### config.mk
export PLATFORM = sky130hd
export DESIGN_NAME = sigmoid_pipe_flat
export DESIGN_NICKNAME = d
export VERILOG_FILES = /design/src/rtl/sigmoid_pipe_if.sv /design/src/rtl/sigmoid_pipe.sv /design/src/flat_wrapper.sv
export SDC_FILE = /design/constraint.sdc
export NUM_CORES = 1
export LEC_CHECK = 0
export ABC_AREA = 1
export CORE_UTILIZATION = 63
export CTS_CLUSTER_SIZE = 30
export DETAILED_ROUTE_END_ITERATION = 7
export GPL_ROUTABILITY_DRIVEN = 0
export PLACE_DENSITY = 0.92
export SYNTH_ARGS = -nofsm -noshare
export SYNTH_HDL_FRONTEND = slang
export SYNTH_SLANG_ARGS = --single-unit
### constraint.sdc
create_clock -name clk -period 4.2 [get_ports clk]
set_clock_uncertainty 0.05 [all_clocks]
set_input_delay 0.42 -clock clk [delete_from_list [all_inputs] [get_ports clk]]
set_output_delay 0.42 -clock clk [all_outputs]
set_load 0.02 [all_outputs]
### src/rtl/sigmoid_pipe_if.sv
// Handshake bundle for sigmoid_pipe: an input sample stream and a result stream.
// The design connects through the slave modport; the stream driver uses master.
interface sigmoid_pipe_if #(
  parameter int W_IN  = 8,
  parameter int W_OUT = 8
);
  logic             in_valid;
  logic             in_ready;
  logic [W_IN-1:0]  in_data;
  logic             in_mode;
  logic             out_valid;
  logic             out_ready;
  logic [W_OUT-1:0] out_data;
  logic             out_sat;

  modport slave (
    input  in_valid, in_data, in_mode, out_ready,
    output in_ready, out_valid, out_data, out_sat
  );

  modport master (
    output in_valid, in_data, in_mode, out_ready,
    input  in_ready, out_valid, out_data, out_sat
  );
endinterface

### src/rtl/sigmoid_pipe.sv
// Three-stage PLAN sigmoid / clipped-ReLU activation with a valid/ready stream.
// The whole pipe advances together and freezes only when the output is held off.
module sigmoid_pipe #(
  parameter int W_IN    = 8,
  parameter int FRAC_IN = 4,
  parameter int W_OUT   = 8
) (
  input  logic          clk,
  input  logic          rst_n,
  sigmoid_pipe_if.slave bus
);
  localparam int F  = FRAC_IN + 5;
  localparam int AW = W_IN + 1;
  localparam int VW = AW + F + 2;
  localparam int PW = VW + W_OUT + 1;

  typedef logic [VW-1:0] v_t;
  typedef logic [PW-1:0] p_t;

  // Segment constants in F fraction bits; 2.375 is compared as 8|x| >= 19.
  localparam v_t C_ONE = v_t'(32) << FRAC_IN;
  localparam v_t C_27  = v_t'(27) << FRAC_IN;
  localparam v_t C_20  = v_t'(20) << FRAC_IN;
  localparam v_t C_16  = v_t'(16) << FRAC_IN;
  localparam v_t T_5   = v_t'(5)  << FRAC_IN;
  localparam v_t T_19  = v_t'(19) << FRAC_IN;
  localparam v_t T_1   = v_t'(1)  << FRAC_IN;
  localparam p_t P_ONE = p_t'(1);
  localparam p_t FULL  = P_ONE << W_OUT;
  localparam p_t MAXV  = FULL - P_ONE;

  logic             adv;
  logic [AW-1:0]    xe, ax_c;
  v_t               axv, v_c;
  p_t               pv, p, r, y_w;
  logic             sat_c;

  logic             s1_valid, s1_neg, s1_mode;
  logic [AW-1:0]    s1_ax;
  logic             s2_valid, s2_neg, s2_mode;
  logic [AW-1:0]    s2_ax;
  v_t               s2_v;
  logic             s3_valid, s3_sat;
  logic [W_OUT-1:0] s3_data;

  assign adv           = !(s3_valid && !bus.out_ready);
  assign bus.in_ready  = adv;
  assign bus.out_valid = s3_valid;
  assign bus.out_data  = s3_data;
  assign bus.out_sat   = s3_sat;

  // One extra bit keeps |-2^(W_IN-1)| representable.
  assign xe   = {bus.in_data[W_IN-1], bus.in_data};
  assign ax_c = xe[AW-1] ? (~xe + AW'(1)) : xe;

  always_comb begin
    axv = v_t'(s1_ax);
    v_c = '0;
    if (axv >= T_5)
      v_c = C_ONE;
    else if ((axv << 3) >= T_19)
      v_c = axv + C_27;
    else if (axv >= T_1)
      v_c = (axv << 2) + C_20;
    else
      v_c = (axv << 3) + C_16;
  end

  always_comb begin
    pv    = (p_t'(s2_v) << W_OUT) + (P_ONE << (F - 1));
    p     = pv >> F;
    r     = (p_t'(s2_ax) << W_OUT) >> FRAC_IN;
    y_w   = '0;
    sat_c = 1'b0;
    if (!s2_mode) begin
      if (p >= FULL) begin
        y_w   = s2_neg ? '0 : MAXV;
        sat_c = 1'b1;
      end else begin
        y_w = s2_neg ? (FULL - p) : p;
      end
    end else if (s2_neg || (s2_ax == '0)) begin
      sat_c = s2_neg;
    end else if (r > MAXV) begin
      y_w   = MAXV;
      sat_c = 1'b1;
    end else begin
      y_w = r;
    end
  end

  always_ff @(posedge clk or negedge rst_n) begin
    if (!rst_n) begin
      s1_valid <= 1'b0;
      s1_neg   <= 1'b0;
      s1_mode  <= 1'b0;
      s1_ax    <= '0;
      s2_valid <= 1'b0;
      s2_neg   <= 1'b0;
      s2_mode  <= 1'b0;
      s2_ax    <= '0;
      s2_v     <= '0;
      s3_valid <= 1'b0;
      s3_sat   <= 1'b0;
      s3_data  <= '0;
    end else if (adv) begin
      s1_valid <= bus.in_valid;
      s1_neg   <= bus.in_data[W_IN-1];
      s1_mode  <= bus.in_mode;
      s1_ax    <= ax_c;
      s2_valid <= s1_valid;
      s2_neg   <= s1_neg;
      s2_mode  <= s1_mode;
      s2_ax    <= s1_ax;
      s2_v     <= v_c;
      s3_valid <= s2_valid;
      s3_sat   <= sat_c;
      s3_data  <= y_w[W_OUT-1:0];
    end
  end
endmodule

### src/flat_wrapper.sv
// flat-port wrapper written by rule: the top's interface ports become plain ports
module sigmoid_pipe_flat 
#(
  parameter int W_IN    = 8,
  parameter int FRAC_IN = 4,
  parameter int W_OUT   = 8
)
  (clk, rst_n, bus_in_valid, bus_in_data, bus_in_mode, bus_out_ready, bus_in_ready, bus_out_valid, bus_out_data, bus_out_sat);
  sigmoid_pipe_if #(.W_IN(W_IN), .W_OUT(W_OUT)) bus_i ();
  input  logic clk;
  input  logic rst_n;
  input wire logic [$bits(bus_i.in_valid)-1:0] bus_in_valid;
  input wire logic [$bits(bus_i.in_data)-1:0] bus_in_data;
  input wire logic [$bits(bus_i.in_mode)-1:0] bus_in_mode;
  input wire logic [$bits(bus_i.out_ready)-1:0] bus_out_ready;
  output wire logic [$bits(bus_i.in_ready)-1:0] bus_in_ready;
  output wire logic [$bits(bus_i.out_valid)-1:0] bus_out_valid;
  output wire logic [$bits(bus_i.out_data)-1:0] bus_out_data;
  output wire logic [$bits(bus_i.out_sat)-1:0] bus_out_sat;
  assign bus_i.in_valid = bus_in_valid;
  assign bus_i.in_data = bus_in_data;
  assign bus_i.in_mode = bus_in_mode;
  assign bus_i.out_ready = bus_out_ready;
  assign bus_in_ready = bus_i.in_ready;
  assign bus_out_valid = bus_i.out_valid;
  assign bus_out_data = bus_i.out_data;
  assign bus_out_sat = bus_i.out_sat;
  sigmoid_pipe #(.W_IN(W_IN), .FRAC_IN(FRAC_IN), .W_OUT(W_OUT)) u_core (.clk(clk), .rst_n(rst_n), .bus(bus_i));
endmodule
[Word-level counts from Yosys, hierarchy flattened]
Cells that the tools add are included.
Cells by class
  magnitude comparators: 5
  muxes and demuxes: 14
  divide/modulo/power cells: 0
  $mul: 0
  shift operators: 0
  add/sub/neg operators: 6
  equality and inequality tests: 0
  reductions and logical operators: 5
  bitwise gates (word level): 1
Operator list (count)
  two-way mux 20 bit: 3
  two-way mux 8 bit: 6
  adder 28 x 9 -> 29 bit, second input constant: 1
  >= comparator 20 x 9 -> 1 bit, second input constant: 1
  adder 12 x 9 -> 13 bit, second input constant: 1
  greater-than comparator 13 x 8 -> 1 bit, second input constant: 1
  adder 11 x 9 -> 12 bit, second input constant: 1
  >= comparator 12 x 9 -> 1 bit, second input constant: 1
  adder 9 x 9 -> 10 bit, second input constant: 1
  adder 9 x 1 -> 9 bit, second input constant: 1
  >= comparator 9 x 5 -> 1 bit, second input constant: 1
  >= comparator 9 x 7 -> 1 bit, second input constant: 1
  logical NOT 9 bit: 1
  two-way mux 9 bit: 1
  NOT 9 bit: 1
  subtractor 1 x 8 -> 8 bit, first input constant: 1
  two-way mux 1 bit: 4
  logical NOT 1 bit: 2
  logical AND 1 bit: 1
  logical OR 1 bit: 1
Storage, ports and cells
  word-level logic and storage cells: 43
  memory bits (writable): 0
  memories kept: 0
  bits of input ports: 13
  bits in latches: 0
  bits in read-only memories: 0
  flip-flop bits (word level): 54
  output and inout port bits: 11

[Longest topological paths before layout]
  word-level depth: 5
  depth in mapped cells: 15
  gate-level depth less buffers: 15

[Least setup slack after synthesis]
No wires, ideal clock.
  path type: register to register
  start point: register u_core.s1_ax[6]
  end point: register u_core.s2_v[4]
  setup time: 0.131 ns
  required time: 4.019 ns
  path buffers: 2
  slack: 2.419 ns
  data arrival time: 1.600 ns
  stages on the path, launching flop included: 12
  clock period less this slack: 1.781 ns
  cells stage by stage: dfrtp_1 clkbuf_1 inv_1 ha_1 nand2_1 nor2_1 nand2_1 clkbuf_1 a21oi_1 o21ai_0 o211ai_1 o21ai_0
Between the ends
  cells in the longest elaborated chain, start to end: 4
  elaborated cells between the ends (all ways): 6
  those cells by class: 3 x order compare; 3 x mux
RTL lines
  start: declaration: line sigmoid_pipe.sv:39  | logic [AW-1:0] s1_ax;
  start signal: assignment: line sigmoid_pipe.sv:97  | s1_ax <= '0;
  start signal: assignment: line sigmoid_pipe.sv:110  | s1_ax <= ax_c;
  >= comparator 9 x 5 -> 1 bit: line sigmoid_pipe.sv:63  | else if (axv >= T_1)
  two-way mux 20 bit: line sigmoid_pipe.sv:63
  two-way mux 20 bit: line sigmoid_pipe.sv:61  | else if ((axv << 3) >= T_19)
  two-way mux 20 bit (*): line sigmoid_pipe.sv:59  | if (axv >= T_5)
  end signal: assignment: line sigmoid_pipe.sv:115  | s2_v <= v_c;
  end: declaration: line sigmoid_pipe.sv:42  | v_t s2_v;
Every way passes the cells marked *; elsewhere a longest branch is shown, timed or not.
A chain may end at the register's enable or synchronous reset.

[Final worst setup path]
  start point: input port bus_out_ready
  end point: output port bus_in_ready
Between the ends
  cells in the longest elaborated chain, start to end: 3
RTL lines
  start: declaration: line flat_wrapper.sv:15  | input wire logic [$bits(bus_i.out_ready)-1:0] bus_out_ready;
  logical NOT 1 bit: line sigmoid_pipe.sv:46  | assign adv = !(s3_valid && !bus.out_ready);
  logical AND 1 bit: line sigmoid_pipe.sv:46
  logical NOT 1 bit: line sigmoid_pipe.sv:46
  end: declaration: line flat_wrapper.sv:16  | output wire logic [$bits(bus_i.in_ready)-1:0] bus_in_ready;
No other way between the ends.

==> results.json <==
{
  "status": "finished, final reports clean",
  "die_y_microns": 69.7,
  "insertion_delay_ns": 0.30,
  "io_buffer_count": 23,
  "totalWireLength_microns": 5970,
  "antenna_found_initial": 0,
  "hpwl_microns": 4260,
  "layout_commonest_cell": "nand2_1",
  "ys_ff_latch": 47,
  "drc": 0,
  "synth_fp_nets": 422,
  "slew_violations": 0,
  "power_frac_seq_pct": 36.1,
  "internal_power_mw": 1.17,
  "setup_violations": 0,
  "ys_seq_area_share_pct": 40.7,
  "maxCapViolations": 0,
  "critical_path.max_fanout": 51,
  "drt_first_pass_iters": 5,
  "rsz0062_at_grt": "false",
  "hold_viol": 0,
  "max_freq_mhz": 407,
  "antennaDiodeCount": 0,
  "drt-initial-drc-count": 143,
  "fin_nets": 442,
  "globalRouteTotalUtil_pct": 28.0,
  "final.min_clock_period_ns": 2.46,
  "cts_max_level": 2,
  "drive_gt1_share_pct": 7.86,
  "routedWlPerCell_microns": 12.6,
  "final_cells": 472,
  "finalSetupTns_ns": 0,
  "postSynthCellCount": 399,
  "crit_required_ns": 3.73,
  "irDropWorstVdd_mv": 0.340,
  "via_count": 2630,
  "pwr-share-comb_pct": 47.7,
  "seqCellArea_sq_um": 1180,
  "ant_nets": 0,
  "syn_avg_cell_area_sq_um": 7.24,
  "grt_pass1_vias": 2531,
  "cp.arrival_ns": 1.99,
  "worstMarginPinSlew_ns": 1.01,
  "ctsHoldBuffers": 0,
  "p_clk_share_pct": 16.2,
  "mostFrequentLayoutCells": "nand2_1, inv_1, dfrtp_1",
  "swShare_pct": 44.3,
  "die_w_microns": 69.7,
  "relSlewSlack_pct": 33.0,
  "switching_power_mw": 0.933,
  "multi_input_area_sq_um": 1470,
  "min_path_type": "in2async",
  "grt_overflow": 0,
  "cts_resized": 0,
  "cts_setup_buffers": 0,
  "clock-sinks": 47,
  "critPathCaptureType": "output port",
  "core-area_sq_um": 4380,
  "numCtsBuffers": 5,
  "power_mw": 2.10,
  "pwr_density_cell_nw_per_um2": 643,
  "ys_warn_count": 0,
  "worstSetupStartpointType": "primary input",
  "initial_core_util_pct": 65.9,
  "grt_pass1_wl_microns": 10900,
  "ys_types": 31,
  "final.period_utilization_pct": 58.5,
  "cts_buffer_depth": 2,
  "grt_max_degree": 52,
  "io_pins": 24,
  "criticalPathCategory": "in2out",
  "avgViaCountPerCell": 5.57,
  "dpl.cell_count": 464,
  "synthesis.area_sq_um": 2890,
  "fillers": 327,
  "cts.root.buffer_cell": "clkbuf_8",
  "clk_pin_slew_ns": 0.10,
  "num_rows": 24,
  "cts_tree": "done",
  "leakage_nw": 1.59,
  "area_growth_pct": 13.1,
  "die-area_sq_um": 4860
}
-- power groups by stage --
stage | Combinational, mW | Sequential, mW | Clock (mW)
floorplan | 0.673 | 0.775 | 0
global placement | 0.946 | 0.758 | 0
CTS | 1.00 | 0.755 | 0.343
finish | 1.00 | 0.760 | 0.340
detailed placement | 0.981 | 0.763 | 0
global route | 1.14 | 0.785 | 0.361
-- logic make-up after synthesis --
kind of cell	synth area share [%]
flip-flops	40.7
AO/OA/AOI/OAI	13.7
XOR/XNOR	3.64
AND/OR/NAND/NOR	29.0
adder cells (fa/ha/maj)	4.33
buffers and inverters	8.58
-- state kept, by name, indices dropped and copies added (netlist names) --
register / count
u_core.s1_ax: 9
u_core.bus.out_sat: 1
u_core.s2_mode: 1
u_core.s2_valid: 1
u_core.bus.out_valid: 1
u_core.s1_neg: 1
u_core.bus.out_data: 8
u_core.s1_mode: 1
u_core.s2_neg: 1
u_core.s2_ax: 9
u_core.s2_v: 13
u_core.s1_valid: 1
-- per-stage QoR --
stage | instance area, sq um | hold WS, ns | utilization, % | worst slack [ns]
finish | 3270 | 0.217 | 74.5 | 1.74
global route | 3270 | 0.319 | 74.5 | 1.67
CTS | 3270 | 0.265 | 74.5 | 1.75
detailed placement | 3150 | 0.405 | 71.9 | 1.74
global placement | 3150 | 0.396 | 71.9 | 1.76
floorplan | 2890 | 0.0744 | - | 2.42
-- synth_stat cells --
master	count	area (sq um)
o22ai_1	2	12.5
dfrtp_1	47	1180
a2bb2oi_1	1	8.76
inv_2	2	7.51
nor2_2	4	25.0
a31oi_1	1	6.26
o31ai_1	2	15.0
clkbuf_1	12	45.0
or2_2	5	31.3
o41ai_1	1	8.76
xnor2_1	1	8.76
a32o_1	2	20.0
nand2_2	4	25.0
nand3_2	1	10.0
o211ai_1	2	15.0
nor2_4	3	33.8
nor3_1	3	15.0
xor2_1	11	96.3
a21oi_2	2	17.5
o21bai_1	1	7.51
nor2_1	32	120
nand4_1	4	25.0
and3_1	1	6.26
or2_0	1	6.26
nand2_1	112	420
o21ai_0	43	215
nand3_1	21	105
inv_1	52	195
ha_1	10	125
a21oi_1	14	70.1
nand3b_1	2	15.0
-- path summary, 6_finish.rpt --
kind	from	end	slack (ns)	cells past startpoint
max	bus_out_ready	bus_in_ready	1.74	5
min	rst_n	u_core.bus.out_data[6]	0.22	1
max reg2reg	u_core.s2_v[0]	u_core.bus.out_data[4]	2.11	13
min reg2reg	u_core.s2_valid	u_core.bus.out_valid	0.42	1
max in group asynchronous	rst_n	u_core.s2_v[10]	3.24	1
min in group clk	u_core.s2_valid	u_core.bus.out_valid	0.42	1
-- metal layers --
| layer | track usage (%) | up-vias | part of all wire [%] |
|---|---|---|---|
| met5 | 0 | - | 0 |
| met4 | 10.9 | 0 | 2.6 |
| met3 | 5.81 | 16 | 4.5 |
| met2 | 46.5 | 80 | 50 |
| met1 | 36.1 | 1225 | 43 |
| li1 | - | 1309 | - |
-- critical path: stages --
cell and delay [ns]:
clkdlybuf4s50_1 0.42, nor2_2 0.10, buf_4 0.38, inv_1 0.11, clkdlybuf4s50_1 0.55
-- layout make-up --
type                            instances  area share [%]
Multi-Input combinational cell        286            44.9
Sequential cell                        47            36.0
Timing Repair Buffer                   25            7.35
Inverter                               54            6.20
Clock buffer                            5            2.11
Tap cell                               52            1.99
Clock inverter                          3            1.45
(Power assumes the default switching activity.)
